===== src/rtl/sha256_msg_expander.sv =====
// SHA-256 message expander (ME side of ME->MC): loads 16 words, streams W[0..63], then holds SEND.
// Latency: COMPUTE begins the cycle after the 16th accepted word; one W word per cycle after that.
// Backpressure: ready_out is high only in LOAD, where valid_in gaps stall without limit; the output side has none.
// Optional build macro ME_ERR_CHK_EN enables the sticky protocol error flag err_out.
module sha256_msg_expander #(
    parameter int DATA_WIDTH  = 32,
    parameter int SEND_CYCLES = 8
) (
    input  logic                  clk,
    input  logic                  rst,
    input  logic                  start_in,
    input  logic [DATA_WIDTH-1:0] data_in,
    input  logic                  valid_in,
    output logic                  ready_out,
    output logic                  start_out,
    output logic [1:0]            FSM_state_out,
    output logic [5:0]            round_out,
    output logic [DATA_WIDTH-1:0] data_out,
    output logic                  done_out,
    output logic                  err_out
);

    localparam int SCW = $clog2(SEND_CYCLES + 1);
    localparam logic [SCW-1:0] SEND_LAST = SCW'(SEND_CYCLES - 1);

    typedef enum logic [1:0] {
        S_IDLE    = 2'b00,
        S_LOAD    = 2'b01,
        S_COMPUTE = 2'b10,
        S_SEND    = 2'b11
    } state_t;

    state_t                r_state;
    state_t                w_state_nxt;
    logic [DATA_WIDTH-1:0] r_win [16];
    logic [DATA_WIDTH-1:0] w_win_nxt [16];
    logic [3:0]            r_load_cnt;
    logic [5:0]            r_round;
    logic [DATA_WIDTH-1:0] r_data_out;
    logic [SCW-1:0]        r_send_cnt;
    logic                  w_accept;
    logic                  w_last_word;
    logic                  w_last_round;
    logic                  w_send_last;
    logic [DATA_WIDTH-1:0] w_wnew;

    // Small sigma functions of the schedule recurrence.
    function automatic logic [DATA_WIDTH-1:0] f_sigma0(input logic [DATA_WIDTH-1:0] x);
        return {x[6:0], x[31:7]} ^ {x[17:0], x[31:18]} ^ (x >> 3);
    endfunction

    function automatic logic [DATA_WIDTH-1:0] f_sigma1(input logic [DATA_WIDTH-1:0] x);
        return {x[16:0], x[31:17]} ^ {x[18:0], x[31:19]} ^ (x >> 10);
    endfunction

    assign ready_out     = (r_state == S_LOAD);
    assign start_out     = start_in && (r_state == S_IDLE);
    assign FSM_state_out = r_state;
    assign round_out     = r_round;
    assign data_out      = r_data_out;
    assign w_accept      = valid_in && (r_state == S_LOAD);
    assign w_last_word   = w_accept && (r_load_cnt == 4'd15);
    assign w_last_round  = (r_state == S_COMPUTE) && (r_round == 6'd63);
    assign w_send_last   = (r_state == S_SEND) && (r_send_cnt == SEND_LAST);
    assign done_out      = w_send_last;
    // Window holds W[t..t+15]; the new word is W[t+16].
    assign w_wnew        = f_sigma1(r_win[14]) + r_win[9] + f_sigma0(r_win[1]) + r_win[0];

    // Next-state logic for the IDLE/LOAD/COMPUTE/SEND sequence.
    always_comb begin
        w_state_nxt = r_state;
        case (r_state)
            S_IDLE:    if (start_in)     w_state_nxt = S_LOAD;
            S_LOAD:    if (w_last_word)  w_state_nxt = S_COMPUTE;
            S_COMPUTE: if (w_last_round) w_state_nxt = S_SEND;
            S_SEND:    if (w_send_last)  w_state_nxt = S_IDLE;
            default:                     w_state_nxt = S_IDLE;
        endcase
    end

    // Window shifts down on every accepted word and on every COMPUTE cycle.
    always_comb begin
        w_win_nxt = r_win;
        if (w_accept || (r_state == S_COMPUTE)) begin
            for (int i = 0; i < 15; i++) begin
                w_win_nxt[i] = r_win[i + 1];
            end
            w_win_nxt[15] = w_accept ? data_in : w_wnew;
        end
    end

    // State, window, counters and the registered W output.
    always_ff @(posedge clk or posedge rst) begin
        if (rst) begin
            r_state    <= S_IDLE;
            r_win      <= '{default: '0};
            r_load_cnt <= '0;
            r_round    <= '0;
            r_data_out <= '0;
            r_send_cnt <= '0;
        end else begin
            r_state <= w_state_nxt;
            r_win   <= w_win_nxt;
            if ((r_state == S_IDLE) && start_in) begin
                r_load_cnt <= '0;
            end else if (w_accept) begin
                r_load_cnt <= r_load_cnt + 4'd1;
            end
            case (w_state_nxt)
                S_COMPUTE: r_round <= (r_state == S_COMPUTE) ? r_round + 6'd1 : 6'd0;
                S_SEND:    r_round <= 6'd63;
                default:   r_round <= 6'd0;
            endcase
            // The word entering slot 0 is exactly W[t] for the next COMPUTE cycle.
            r_data_out <= (w_state_nxt == S_COMPUTE) ? w_win_nxt[0] : '0;
            r_send_cnt <= ((r_state == S_SEND) && !w_send_last) ? r_send_cnt + 1'b1 : '0;
        end
    end

`ifdef ME_ERR_CHK_EN
    logic r_err;
    assign err_out = r_err;

    // Sticky protocol error; only an accepted start (or reset) clears it.
    always_ff @(posedge clk or posedge rst) begin
        if (rst) begin
            r_err <= 1'b0;
        end else if ((r_state == S_IDLE) && start_in) begin
            r_err <= 1'b0;
        end else if ((start_in && (r_state != S_IDLE)) ||
                     (valid_in && ((r_state == S_COMPUTE) || (r_state == S_SEND)))) begin
            r_err <= 1'b1;
        end
    end
`else
    assign err_out = 1'b0;
`endif

endmodule

===== config.mk =====
export PLATFORM = sky130hd
export DESIGN_NAME = sha256_msg_expander
export DESIGN_NICKNAME = d
export VERILOG_FILES = /design/src/rtl/sha256_msg_expander.sv
export SDC_FILE = /design/constraint.sdc
export NUM_CORES = 2
export LEC_CHECK = 0
export CAP_MARGIN = 25
export CORE_ASPECT_RATIO = 1.1
export CORE_UTILIZATION = 30
export CTS_CLUSTER_DIAMETER = 120
export DETAILED_ROUTE_END_ITERATION = 8
export MAX_ROUTING_LAYER = met4
export RECOVER_POWER = 25
export SLEW_MARGIN = 10
export SYNTH_ARGS = -nofsm -noshare
export SYNTH_HDL_FRONTEND = slang
export SYNTH_SLANG_ARGS = --single-unit

===== constraint.sdc =====
create_clock -name clk -period 28.5 [get_ports clk]
set_clock_uncertainty 0.1 [all_clocks]
set_input_delay 5.7 -clock clk [delete_from_list [all_inputs] [get_ports clk]]
set_output_delay 5.7 -clock clk [all_outputs]
set_load 0.01 [all_outputs]

==> metrics.cfg <==
[synthesis]
ys_warn_count=0
synth_area_leader_cell=dfrtp_1
avgSynthCellArea_um2=8.99
syn_nets=2993
synth_most_common_cell=nand2_1
synth.area.top_cells=dfrtp_1 (54%), nand2_1 (20%), fa_1 (4.8%)
syn_area_um2=25700
yosys_most_used_dff=dfrtp_1
yosysSeqAreaShare=0.545
ys_ff_latch=560
async_reset_ff_frac=1.00
ys_types=65
yosysTopAreaCellShare=0.545
synth_edf_count=0
synth_common_cells=nand2_1 (1367), dfrtp_1 (560), inv_1 (129), o21ai_0 (115), buf_2 (107)
syn_inst=2861

[worst_setup_path]
critPathMostFrequentCell=clkdlybuf4s50_1
cp.arrival_ps=7520
critPathMaxFanout=6
end_kind=primary output
cpPeakStageDelay_ps=700
slowest_stage=nor3b_1
path_cells=clkdlybuf4s50_1 -> nor3b_1 -> clkdlybuf4s50_1
worstSetupStartpointType=input pin
crit_type=in -> out
reg2regPathDepth=9
cp.required_ps=22700

[die]
initial_core_util=0.303
num_rows=112
ios=80
core_area_um2=84900
die_w_um=281
die_area_um2=86900
fp.dieH_um=309

[clocking]
htreeDepth=2
cts_tree=built
cts_resized=0
clk_pin_slew_ps=60
clk_root_buffer_cell=clkbuf_16
clock_latency_ps=620
cts_setup_buffers=0
cts_hold_buf=0
clk_path_buf_depth=3
numCtsBuffers=58
cts_sinks=560

[sta]
finalMaxSlewViolations=386
period_share=0.467
hold-worst-slack_ps=358
rsz0062_at_grt=no
setup_tns_ps=0
tightest_slew_ps=5020
finalHoldViolCount=0
setup_violations=0
final.setup.worst_slack_ps=15180
maxSlewHeadroom=-2.37
clock.fmax_ghz=0.0751
post-route-min-period_ps=13320

[global_route]
grt_pass1_vias=17000
grt_max_degree=217
grt_pass1_wl_mm=100
globalRouteTotalUtil=0.154
antenna_found_initial=0
grt-ovfl-total=0

[layout]
syn2layout_area_growth_pct=13.6
final_nets=2974
fillers=8884
drive_gt1_frac=0.0454
utilization=0.344

[min_path]
holdPathStages=2
hold_class=reg -> reg

[job]
cap_violations=7

[drt]
vias=18000
firstDrtPassIters=5
drt-vias-per-instance=4.46
drt-initial-drc-count=1705
drc_errors=0
routed_wl_mm=63.6
final_antenna_net_count=0
wl_per_cell_um=15.8

[place]
pre_cts_ws_ps=15180
place_hpwl_mm=44.0
gp_congestion=0.901
io_buffers=78

[status]
violations=capacitance limit, slew limit
status=complete, but fails checks

==> layout by cell type, fill, tap and decap left out, types with 42 or more instances in the layout <==
master,instances
a21oi_1,52
and3_1,42
clkbuf_16,58
clkdlybuf4s50_1,46
dfrtp_1,560
fa_1,62
inv_1,128
nand2_1,1367
o21ai_0,117
xnor2_1,78
xor2_1,74
==> per-layer routing <==
layer	wire length (µm)	share of wire	GRT usage
met5	0	0	-
met4	1560	0.025	0.0440
met3	2900	0.046	0.0181
met2	29500	0.46	0.235
met1	29600	0.47	0.214
==> stage by stage <==
| step | cell area, µm² | instances |
|---|---|---|
| 2_1_floorplan | 25700 | 2861 |
| 3_3_place_gp | 27300 | 3920 |
| 3_5_place_dp | 27300 | 3920 |
| 4_1_cts | 29200 | 4024 |
| 5_1_grt | 29200 | 4026 |
| 6_report | 29200 | 4027 |
==> registers in the layout (all words and copies together), names as in the netlist <==
name / flops
round_out: 6
r_load_cnt: 4
r_send_cnt: 4
r_win: 512
data_out: 32
FSM_state_out: 2
==> critical path, delay by kind of cell <==
family	cells	cell delay, ps
buffers and inverters	2	1130
and+or+nand+nor	1	700
==> cells by family (layout without fill, tap and decap cells) <==
family                     Yosys count  after routing  share of synthesized area
muxes                                4              4                    0.00156
buffers and inverters              309            334                     0.0517
DFF                                560            560                      0.545
other                                1              2                   0.000146
xor gates and xnor gates           152            152                     0.0518
AOI/OAI and AO/OA                  236            236                     0.0554
adders and majority gates           96             96                     0.0648
and+or+nand+nor                   1503           1503                      0.230
==> final timing paths <==
check	from	to	slack, ps
setup reg to reg	FSM_state_out[0]	data_out[0]	22000
hold / removal	r_win[270]	r_win[302]	360
setup / recovery	start_in	start_out	15180
min in group asynchronous	rst	r_win[410]	7010
hold reg to reg	r_win[270]	r_win[302]	360
max in group asynchronous	rst	r_win[292]	15570
==> layout make-up <==
type | count | area [µm²] | area share
Sequential cell | 560 | 14000 | 0.480
Clock buffer | 82 | 1690 | 0.0579
Timing Repair Buffer | 101 | 980 | 0.0335
Antenna cell | 1 | 2.50 | 0.0000857
Multi-Input combinational cell | 1992 | 10400 | 0.355
Clock inverter | 22 | 230 | 0.00788
Tap cell | 1140 | 1430 | 0.0488
Inverter | 129 | 485 | 0.0166
Power is left out: the tool's default activity adds up to more than one toggle a clock period on the data nets, which glitch-free logic cannot reach.
